### config.mk
export PLATFORM = sky130hd
export DESIGN_NAME = seq_sub_64_flat
export DESIGN_NICKNAME = d
export VERILOG_FILES = /design/src/rtl/sub_pkg.sv /design/src/rtl/seq_sub_64_if.sv /design/src/rtl/sub_slice.sv /design/src/rtl/seq_sub_64.sv /design/src/flat_wrapper.sv
export SDC_FILE = /design/constraint.sdc
export NUM_CORES = 1
export LEC_CHECK = 0
export ABC_AREA = 0
export CAP_MARGIN = 15
export CORE_ASPECT_RATIO = 0.9
export CORE_MARGIN = 2
export CORE_UTILIZATION = 47
export DETAILED_ROUTE_END_ITERATION = 16
export PLACE_DENSITY = 0.77
export SYNTH_ARGS = -nofsm -noshare
export SYNTH_HDL_FRONTEND = slang
export SYNTH_SLANG_ARGS = --single-unit
### constraint.sdc
create_clock -name clk -period 4.6 [get_ports clk]
set_input_delay 0.46 -clock clk [delete_from_list [all_inputs] [get_ports clk]]
set_output_delay 0.46 -clock clk [all_outputs]
set_load 0.03 [all_outputs]
### src/rtl/sub_pkg.sv
// Shared types and sizing helpers for the serial subtractor.
// Imported by the interface, slice and top.
package sub_pkg;

   typedef enum logic [1:0] {
      IDLE,
      RUN,
      DONE
   } state_t;

   localparam int DEF_WIDTH = 64;
   localparam int DEF_SLICE = 16;

   function automatic int nslice(int w, int s);
      return w / s;
   endfunction

   // Counter needs at least one bit even for a single slice.
   function automatic int cnt_w(int w, int s);
      int n;
      n = w / s;
      return (n <= 1) ? 1 : $clog2(n);
   endfunction

endpackage

### src/rtl/seq_sub_64_if.sv
// Operand/result handshake bundle for seq_sub_64.
// master drives operands and consumes results.
interface seq_sub_64_if
   import sub_pkg::*;
#(
   parameter int WIDTH = DEF_WIDTH
);

   logic             in_valid;
   logic             in_ready;
   logic [WIDTH-1:0] a;
   logic [WIDTH-1:0] b;
   logic             bin;
   logic             out_valid;
   logic             out_ready;
   logic [WIDTH-1:0] diff;
   logic             bout;
   logic             zero;

   modport master (
      output in_valid, a, b, bin, out_ready,
      input  in_ready, out_valid, diff, bout, zero
   );

   modport slave (
      input  in_valid, a, b, bin, out_ready,
      output in_ready, out_valid, diff, bout, zero
   );

endinterface

### src/rtl/sub_slice.sv
// Combinational SLICE-bit subtractor with borrow in/out.
// Extra MSB of the widened difference is the borrow-out.
module sub_slice #(
   parameter int SLICE = 16
) (
   input  logic [SLICE-1:0] x,
   input  logic [SLICE-1:0] y,
   input  logic             bi,
   output logic [SLICE-1:0] d,
   output logic             bo
);

   assign {bo, d} = {1'b0, x}
                  - {1'b0, y}
                  - {{SLICE{1'b0}}, bi};

endmodule

### src/rtl/seq_sub_64.sv
// Serial a - b - bin, one slice per clock, LSB slice first.
// Single slice subtractor muxed by the slice counter.
module seq_sub_64
   import sub_pkg::*;
#(
   parameter int WIDTH = DEF_WIDTH,
   parameter int SLICE = DEF_SLICE
) (
   input logic         clk,
   input logic         rst,
   seq_sub_64_if.slave bus
);

   localparam int NSLICE = nslice(WIDTH, SLICE);
   localparam int CW     = cnt_w(WIDTH, SLICE);

   if (WIDTH % SLICE != 0) begin : g_chk
      $error("WIDTH must be a multiple of SLICE");
   end

   state_t                        state;
   logic [NSLICE-1:0][SLICE-1:0]  a_r;
   logic [NSLICE-1:0][SLICE-1:0]  b_r;
   logic [NSLICE-1:0][SLICE-1:0]  diff_r;
   logic [NSLICE-1:0][SLICE-1:0]  diff_nx;
   logic [CW-1:0]                 cnt;
   logic                          borrow;
   logic                          in_ready_r;
   logic                          out_valid_r;
   logic                          bout_r;
   logic                          zero_r;
   logic [SLICE-1:0]              d;
   logic                          bo;
   logic                          last;

   sub_slice #(
      .SLICE (SLICE)
   ) u_slice (
      .x  (a_r[cnt]),
      .y  (b_r[cnt]),
      .bi (borrow),
      .d  (d),
      .bo (bo)
   );

   assign last = (cnt == CW'(NSLICE - 1));

   // Result as it will look once the current slice lands.
   always_comb begin
      diff_nx      = diff_r;
      diff_nx[cnt] = d;
   end

   always_ff @(posedge clk) begin
      if (rst) begin
         state       <= IDLE;
         a_r         <= '0;
         b_r         <= '0;
         diff_r      <= '0;
         cnt         <= '0;
         borrow      <= 1'b0;
         in_ready_r  <= 1'b0;
         out_valid_r <= 1'b0;
         bout_r      <= 1'b0;
         zero_r      <= 1'b0;
      end else begin
         unique case (state)
            IDLE: begin
               in_ready_r <= 1'b1;
               if (bus.in_valid && in_ready_r) begin
                  a_r        <= bus.a;
                  b_r        <= bus.b;
                  borrow     <= bus.bin;
                  cnt        <= '0;
                  in_ready_r <= 1'b0;
                  state      <= RUN;
               end
            end
            RUN: begin
               diff_r[cnt] <= d;
               borrow      <= bo;
               cnt         <= cnt + 1'b1;
               if (last) begin
                  bout_r      <= bo;
                  zero_r      <= (diff_nx == '0);
                  out_valid_r <= 1'b1;
                  state       <= DONE;
               end
            end
            DONE: begin
               if (bus.out_ready) begin
                  out_valid_r <= 1'b0;
                  in_ready_r  <= 1'b1;
                  state       <= IDLE;
               end
            end
            default: state <= IDLE;
         endcase
      end
   end

   assign bus.in_ready  = in_ready_r;
   assign bus.out_valid = out_valid_r;
   assign bus.diff      = diff_r;
   assign bus.bout      = bout_r;
   assign bus.zero      = zero_r;

endmodule

### src/flat_wrapper.sv
// flat-port wrapper written by rule: the top's interface ports become plain ports
module seq_sub_64_flat import sub_pkg::*;
#(
   parameter int WIDTH = DEF_WIDTH,
   parameter int SLICE = DEF_SLICE
)
  (clk, rst, bus_in_valid, bus_a, bus_b, bus_bin, bus_out_ready, bus_in_ready, bus_out_valid, bus_diff, bus_bout, bus_zero);
  seq_sub_64_if #(.WIDTH(WIDTH)) bus_i ();
  input logic clk;
  input logic rst;
  input wire logic [$bits(bus_i.in_valid)-1:0] bus_in_valid;
  input wire logic [$bits(bus_i.a)-1:0] bus_a;
  input wire logic [$bits(bus_i.b)-1:0] bus_b;
  input wire logic [$bits(bus_i.bin)-1:0] bus_bin;
  input wire logic [$bits(bus_i.out_ready)-1:0] bus_out_ready;
  output wire logic [$bits(bus_i.in_ready)-1:0] bus_in_ready;
  output wire logic [$bits(bus_i.out_valid)-1:0] bus_out_valid;
  output wire logic [$bits(bus_i.diff)-1:0] bus_diff;
  output wire logic [$bits(bus_i.bout)-1:0] bus_bout;
  output wire logic [$bits(bus_i.zero)-1:0] bus_zero;
  assign bus_i.in_valid = bus_in_valid;
  assign bus_i.a = bus_a;
  assign bus_i.b = bus_b;
  assign bus_i.bin = bus_bin;
  assign bus_i.out_ready = bus_out_ready;
  assign bus_in_ready = bus_i.in_ready;
  assign bus_out_valid = bus_i.out_valid;
  assign bus_diff = bus_i.diff;
  assign bus_bout = bus_i.bout;
  assign bus_zero = bus_i.zero;
  seq_sub_64 #(.WIDTH(WIDTH), .SLICE(SLICE)) u_core (.clk(clk), .rst(rst), .bus(bus_i));
endmodule
# [Word-level counts from Yosys, hierarchy flattened]
# Cells that the tools add are included.
[word_totals] output_inout_bits=68 word_cells=64 regBits=201 in_bits=133
[classes] n_eq_ne=6 magnitude_cmp=2 n_mux=21 addsub=3 reduce_logical=13
[op_table] cell="binary-select mux 16 bit (select 2 bit)" n=2
[op_table] cell="bitwise mux 64 bit" n=1
[op_table] cell="zero test 64 bit" n=1
[op_table] cell="two-way mux 16 bit" n=3
[op_table] cell="demux 16 bit (select 2 bit)" n=1
[op_table] cell="subtractor 16 x 16 -> 17 bit" n=1
[op_table] cell="subtractor 17 x 1 -> 17 bit" n=1
[op_table] cell="two-way mux 2 bit" n=4
[op_table] cell="AND reduction 2 bit" n=4
[op_table] cell="one-hot mux 1 bit (2 select lines)" n=3
[op_table] cell="one-hot mux 2 bit (3 select lines)" n=1
[op_table] cell="AND reduction 3 bit" n=2
[op_table] cell="nonzero test 2 bit" n=3
[op_table] cell="two-way mux 1 bit" n=5
[op_table] cell="equality test 2 bit, second input constant" n=2
[op_table] cell="!= test 2 x 1 -> 1 bit, second input constant" n=2
[op_table] cell="one-hot mux 2 bit (2 select lines)" n=1
[op_table] cell="< comparator 2 x 3 -> 1 bit, second input constant" n=1
[op_table] cell="adder 2 x 1 -> 2 bit, second input constant" n=1
[op_table] cell="equality test 2 x 1 -> 1 bit, second input constant" n=1
[op_table] cell="greater-or-equal comparator 2 x 1 -> 1 bit, second input constant" n=1
[op_table] cell="logical AND 1 bit" n=2
[op_table] cell="zero test 2 bit" n=1
[op_table] cell="!= test 2 bit, second input constant" n=1

# [Depth between registers and ports, before layout]
# Gate-level depths: netlist of the first run.
[depth] word_depth=6 depth_mapped=18 ltp_nobuf=14

# [By module]
# From an unflattened synthesis of the first run, not the netlist that was laid out.
[unflattened] cells_unflattened=1175 area_unflattened_um2=9355.2
[modules_own_cells] module="seq_sub_64" cells_each=1010 area_each_um2=8217.9 instances=1 seq_area_each_um2=4023.9
[modules_own_cells] module="sub_slice" cells_each=165 area_each_um2=1137.3 instances=1 seq_area_each_um2=0.0

# [Least setup slack after synthesis of the first run]
# OpenSTA, ideal clock, no wires.
[synth_timing] path_kind="reg2reg" from="reg u_core.cnt[0]" to="reg u_core.zero_r (netlist: u_core.bus.zero)" slack_ns=0.312 path_stages_with_launch=18 setup_ns=0.059 synth_period_minus_slack_ns=4.288 arrival_time_ns=4.229 required_time_ns=4.541 path_buffers=4 path_cell_list="dfxtp_1 buf_2 buf_1 clkbuf_1 mux4_2 ha_1 inv_1 ha_1 clkbuf_1 a21oi_1 a21boi_1 a211oi_2 or3_4 a2111oi_4 o2111ai_1 nor4_1 nand4_1 nand2_1"
[synth_between] elab_chain_len=6 elab_cells_between_ends=15 cone_classes="2 x add/sub; 2 x order compare; 1 x eq/ne; 7 x mux; 3 x reduce/logical"
[synth_lines] item="start: declaration" line="seq_sub_64.sv:26" rtl="logic [CW-1:0] cnt;"
[synth_lines] item="start signal: assignment" line="seq_sub_64.sv:82" rtl="cnt <= cnt + 1'b1;"
[synth_lines] item="binary-select mux 16 bit (select 2 bit), or another cell as far along" line="seq_sub_64.sv:39" rtl=".x (a_r[cnt]),"
[synth_lines] item="two-way mux 16 bit (not written as such), or another cell as far along" line="seq_sub_64.sv:39"
[synth_lines] item="subtractor 16 x 16 -> 17 bit / two-way mux 16 bit (equally long branches)" line="sub_slice.sv:14, seq_sub_64.sv:51"
[synth_lines] item="subtractor 17 x 1 -> 17 bit / demux 16 bit (select 2 bit) (equally long branches)"
[synth_lines] item="bitwise mux 64 bit" line="seq_sub_64.sv:51" rtl="diff_nx[cnt] = d;"
[synth_lines] item="zero test 64 bit" line="seq_sub_64.sv:85" rtl="zero_r <= (diff_nx == '0);"
[synth_lines] item="end signal: assignment" line="seq_sub_64.sv:85"
[synth_lines] item="end: declaration" line="seq_sub_64.sv:31" rtl="logic zero_r;"
# Parallel ways exist; a longest one is shown, timed or not. The select of a mux whose other input is x is not followed.
# A chain may end at the register's enable or synchronous reset.

# [Worst setup path in the final report of the first run]
[layout_timing] from="reg u_core.cnt[1]" to="reg u_core.zero_r (netlist: u_core.bus.zero)"
# The elaborated chain is that of the path after synthesis.

==> metrics.yaml, run 1 <==
status: "finished clean"
yosysWarningCount: 0
power_density_nw_per_um2: 398.7
fillers: 1759
synthMuxAreaShare: 0.07528
port_buffers: 200
postRouteAntennaNets: 0
fin_ws_ns: 0.3909
fin_util: 0.6258
async_flop_share: 0
wl_per_cell_um: 18.07
clk_transition_reported_paths_ns: 0.06
ioPinCount: 201
path_max_fanout: 11
finalClockSkew_ns: 0.01566
crit_arrival_ns: 4.66
synth_compound_area_frac: 0.1751
slew_violations: 0
viasPerCell: 5.555
die_y_um: 139.4
multiInputGateArea_um2: 5059
die-area_um2: 21530
synth-edff-count: 0
htreeDepth: 1
hp-start: "rst"
synthXorXnorAreaFrac: 0.01098
period_needed_ns: 4.209
critPathRequiredTime_ns: 5.05
syn_inst: 1202
dpl.hpwl_mm: 21.60
drive_gt1_frac: 0.07453
ys_seq_area_frac: 0.4203
place_congestion: 0.9633
startpoint_type: "flop"
drt_iter0_markers: 871
grt_pass1_vias: 8799
ir_drop_mv: 0.2760
gr-total-overflow: 0
regArea_um2: 4029
area_growth_pct: 30.66
nets: 1534
endpoint_kind: "flop"
pre_cts_slack_ns: 0.2760
rsz0062_at_grt: "no"
fmax_mhz: 237.6
num_antenna_cells: 0
cts_tree: "yes"
core_um2: 19990
yosys.area_share.simple: 0.2168
r2r_slack_ns: 0.39
drc: 0
synth_top_cell_by_area: "dfxtp_1"
p_leak_nw: 4.487
setup_tns_ns: 0
cts-root-buf: "clkbuf_16"
drv_cap: 0
finalHoldViolations: 0
synth_top_family_by_area: "simple AND/OR/NAND/NOR gates"
post-cts-setup-buffers: 0
yosys.area_share.adder: 0.04601
numClockSinks: 201
cts_buffers: 22
yosys.area.top_type_share: 0.4203
rows: 49
whs_path_depth: 2
hp-class: "in2reg"
syn_avg_cell_area_um2: 7.964
firstDrtPassIters: 5
die_w_um: 154.4
syn_area_um2: 9573
track_usage: 0.2694
clkLatencyLatePin_ns: 0.51
whs_endpoint: "u_core.bus.diff[58]"
slew_headroom: 0.2875
cts_buffer_depth: 3
ys_top_cells_by_area: "dfxtp_1 42%, nand2_1 14%, a21oi_1 11%"
synth_seq_cells: 201
synth_cell_type_count: 64
reg2reg_to: "u_core.bus.zero"
synth_ff_type: "dfxtp_1"
rr_startpoint: "u_core.cnt[1]"
crit_type: "reg2reg"
synth_nets: 1369
grt_max_degree: 106
antenna_found_initial: 0
initial_core_util: 0.4790
setup-violations-final: 0
num_vias: 9094
fin_crit_sh: 0.9150
routed_wl_mm: 29.57
grt_pass1_wl_mm: 46.75
rr_worst_depth: 15
tightest_slew_ns: 1.069
## power by group
| part | switching [W] | internal, W |
|---|---|---|
| sequential | 0.0000540 | 0.00182 |
| clock | 0.000698 | 0.000956 |
| combinational | 0.000891 | 0.000568 |
| total | 0.00164 | 0.00334 |
## per-stage QoR
stage / hold WS (ns) / std cells / total power (W) / cell area, um^2
floorplan: 0.4331 / 1202 / 0.002736 / 9573
global placement: 0.4402 / 1598 / 0.003331 / 11820
detailed placement: 0.4433 / 1598 / 0.003325 / 11820
CTS: 0.4234 / 1637 / 0.004977 / 12500
global route: 0.4651 / 1637 / 0.005193 / 12510
finish: 0.4369 / 1637 / 0.004987 / 12510
## worst max-delay path, stage by stage (launching register included)
cell,delay (ns)
dfxtp_4,0.48
buf_4,0.23
mux4_2,0.51
inv_1,0.07
ha_1,0.21
inv_1,0.05
ha_1,0.32
a21oi_1,0.34
a21boi_2,0.32
a211oi_2,0.13
or3_4,0.42
a2111oi_4,0.38
o2111ai_1,0.17
nor4_1,0.27
nand4_1,0.14
nand2_1,0.09
## cell usage after synthesis (all sizes together), types with 6 or more instances
| master | number |
|---|---|
| nor2 | 61 |
| a211oi | 23 |
| clkbuf | 79 |
| nor4 | 10 |
| inv | 55 |
| mux4 | 32 |
| nor3 | 15 |
| and2 | 11 |
| o21ai | 17 |
| a21oi | 202 |
| nand3 | 6 |
| ha | 32 |
| dfxtp | 201 |
| nand2 | 356 |
| xnor2 | 8 |
| or3 | 8 |
## cells by family (layout without fill, tap and decap cells)
group,count (synthesis),after routing
xor+xnor,12,12
mux,32,32
fa+ha+maj,34,34
buf+inv,139,319
compound gates,288,288
simple gates,496,496
flops,201,201
## metal layers
layer / GRT usage / up-vias / share of wire
met5: 0 / - / 0
met4: 0.06530 / 0 / 0.023
met3: 0.04049 / 56 / 0.074
met2: 0.4490 / 368 / 0.47
met1: 0.3701 / 4257 / 0.43
li1: - / 4413 / -
## worst max-delay path by stage
stage                        startpoint         endpoint  slack (ns)  depth (start not counted)
after global routing      u_core.cnt[0]  u_core.bus.zero        0.09                         15
after floorplan           u_core.cnt[0]  u_core.bus.zero        0.31                         17
after CTS                 u_core.cnt[1]  u_core.bus.zero        0.22                         15
after global placement    u_core.cnt[1]  u_core.bus.zero        0.27                         15
final                     u_core.cnt[1]  u_core.bus.zero        0.39                         15
after detailed placement  u_core.cnt[1]  u_core.bus.zero        0.28                         15
## flip-flops by register name, indices dropped and copies added, names as in the netlist
register and count:
u_core.bus.out_valid 1, u_core.bus.in_ready 1, u_core.borrow 1, u_core.b_r 64, u_core.bus.diff 64, u_core.cnt 2, u_core.state 2, u_core.a_r 64
u_core.bus.bout 1, u_core.bus.zero 1
## cell type report
| class | count | share of cell area |
|---|---|---|
| Inverter | 55 | 0.01651 |
| Clock inverter | 5 | 0.003501 |
| Timing Repair Buffer | 225 | 0.1772 |
| Clock buffer | 34 | 0.05082 |
| Sequential cell | 201 | 0.3221 |
| Multi-Input combinational cell | 862 | 0.4044 |
| Tap cell | 255 | 0.02551 |
## layout by cell type, fill, tap and decap left out, drive strengths merged, types with 3 or more instances in the layout
cell type,netlist,routed
nor2,61,61
nor3,15,15
inv,55,56
clkbuf,79,34
a211oi,23,23
nor4,10,10
clkdlybuf4s50,0,199
a21oi,202,202
xnor2,8,8
or3,8,8
nor2b,4,4
xor2,4,4
or4,4,4
o211ai,3,3
o21a,4,4
dfxtp,201,201
buf,5,26
nand2b,3,3
or2,3,3
mux4,32,32
clkinv,0,4
o21bai,3,3
ha,32,32
nand2,356,356
o31ai,3,3
nand3,6,6
a21o,5,5
and2,11,11
o21ai,17,17
nand3b,3,3
o2111ai,3,3
nand4,4,4
## repair_timing
item | 4_1_cts | 5_1_grt
endpoints found under the setup margin | 0 | 1
hold buffers | 0 | 0
gates resized for setup | 0 | 3
Note: power is estimated with default switching activity, not from simulation.
==> run 2: changes to the inputs <==
--- a/config.mk
+++ b/config.mk
@@ -7,11 +7,11 @@
 export LEC_CHECK = 0
 export ABC_AREA = 0
 export CAP_MARGIN = 15
-export CORE_ASPECT_RATIO = 0.9
+export CORE_ASPECT_RATIO = 1.75
 export CORE_MARGIN = 2
-export CORE_UTILIZATION = 47
+export CORE_UTILIZATION = 52
 export DETAILED_ROUTE_END_ITERATION = 16
-export PLACE_DENSITY = 0.77
+export PLACE_DENSITY = 0.81
 export SYNTH_ARGS = -nofsm -noshare
 export SYNTH_HDL_FRONTEND = slang
 export SYNTH_SLANG_ARGS = --single-unit
==> constraint.sdc (replaced) <==
create_clock -name clk -period 4.8 [get_ports clk]
set_input_delay 0.48 -clock clk [delete_from_list [all_inputs] [get_ports clk]]
set_output_delay 0.48 -clock clk [all_outputs]
set_load 0.03 [all_outputs]
==> metrics.yaml, run 2 (same netlist as run 1, synthesis figures left out) <==
status: "finished clean"
startpoint_type: "flop"
critPathSlowestCell: "dfxtp_2"
num_antenna_cells: 0
place_congestion: 1.008
critPathRequiredTime_ns: 5.24
drive_gt1_frac: 0.07070
rr_worst_depth: 15
tightest_slew_ns: 1.209
ir_drop_mv: 0.2574
nets: 1527
htreeDepth: 1
grt_max_degree: 103
cts-root-buf: "clkbuf_16"
initial_core_util: 0.5302
slowest_delay_ns: 0.72
firstDrtPassIters: 5
drt_iter0_markers: 528
port_buffers: 200
track_usage: 0.3021
fin_crit_sh: 0.9251
finalClockSkew_ns: 0.006885
fillers: 1523
cts_resized: 0
viasPerCell: 5.672
regArea_um2: 4026
period_needed_ns: 4.441
p_leak_nw: 4.439
power_density_nw_per_um2: 371.3
whs_endpoint: "u_core.b_r[29]"
clk_transition_reported_paths_ns: 0.07
wl_per_cell_um: 18.66
crit_arrival_ns: 4.88
path_max_fanout: 22
hp-start: "u_core.b_r[29]"
fmax_mhz: 225.2
clkLatencyLatePin_ns: 0.49
grt_pass1_wl_mm: 46.19
final_cells: 1606
grt_pass1_vias: 8896
die-area_um2: 19550
area_growth_pct: 29.25
finalHoldViolations: 0
cts_buffer_depth: 3
slew_headroom: 0.1882
cts_tree: "yes"
endpoint_kind: "flop"
core_um2: 18050
cts_buffers: 18
whs_path_depth: 2
layout_common_cells: "356 x nand2_1, 201 x a21oi_1, 199 x clkdlybuf4s50_1, 199 x dfxtp_1, 61 x nor2_1"
final_common_cell: "nand2_1"
drv_cap: 0
hp-class: "reg2reg"
multiInputGateArea_um2: 5050
antenna_found_initial: 0
drc: 0
setup_tns_ns: 0
die_w_um: 106.6
dpl.hpwl_mm: 22.39
ioPinCount: 201
setup-violations-final: 0
die_y_um: 183.5
slew_violations: 0
routed_wl_mm: 29.97
rsz0062_at_grt: "no"
path_cells: "buf_4 -> mux4_2 -> inv_1 -> ha_1 -> inv_1 -> ha_1 -> o21a_1 -> a21oi_1 -> o31ai_1 -> xor2_1 -> nor4_1 -> a41oi_1 -> nor4_1 -> nand4_1 -> nand2_1"
gr-total-overflow: 0
num_vias: 9110
numClockSinks: 201
rows: 65
rr_startpoint: "u_core.cnt[0]"
reg2reg_to: "u_core.bus.zero"
r2r_slack_ns: 0.36
crit_type: "reg2reg"
post-cts-setup-buffers: 0
postRouteAntennaNets: 0
placedCellCount: 1574
hold_buffers: 0
[run 2: critical path: cells and delay by family, from the launching register on]
kind | cells | cell delay (ns)
AO/OA/AOI/OAI | 4 | 1.10
multiplexers | 1 | 0.30
XOR/XNOR | 1 | 0.28
flip-flops | 1 | 0.72
adder cells (fa/ha/maj) | 2 | 0.59
AND/OR/NAND/NOR | 4 | 0.96
buffers and inverters | 3 | 0.42
[run 2: stage by stage]
stage | worst slack (ns) | area [um^2] | util | total power [W] | hold WS, ns
after floorplan | 0.5117 | 9573 | - | 0.002622 | 0.4331
after global placement | 0.4604 | 11770 | 0.6518 | 0.003102 | 0.4392
after detailed placement | 0.4982 | 11770 | 0.6518 | 0.003114 | 0.4431
after CTS | 0.4599 | 12370 | 0.6853 | 0.004566 | 0.4522
after global routing | 0.1009 | 12370 | 0.6853 | 0.004759 | 0.4682
final | 0.3594 | 12370 | 0.6853 | 0.004594 | 0.4531
[run 2: layout make-up]
type                            instances  area share
Multi-Input combinational cell        862      0.4081
Sequential cell                       201      0.3254
Timing Repair Buffer                  222      0.1773
Clock buffer                           25     0.04348
Tap cell                              234     0.02366
Inverter                               55     0.01669
Clock inverter                          7    0.005359
[run 2: worst max path at each step]
stage	startpoint	end	slack (ns)	cells past startpoint
finish	u_core.cnt[0]	u_core.bus.zero	0.36	15
global route	u_core.cnt[1]	u_core.bus.zero	0.10	15
CTS	u_core.cnt[1]	u_core.bus.zero	0.46	15
detailed placement	u_core.cnt[1]	u_core.bus.zero	0.50	15
global placement	u_core.cnt[1]	u_core.bus.zero	0.46	15
floorplan	u_core.cnt[0]	u_core.bus.zero	0.51	17
[run 2: power by group]
part	internal, W	switching, W
combinational	0.000509	0.000805
sequential	0.00174	0.0000589
clock	0.000843	0.000635
total	0.00310	0.00150
[run 2: layer usage]
metal  vias to the layer above  global-route usage  share of wire
met1                      4226              0.3084           0.34
met4                         0              0.1922          0.071
met3                       104             0.03119          0.045
met5                         -                   0              0
met2                       380              0.5727           0.54
li1                       4400                   -              -
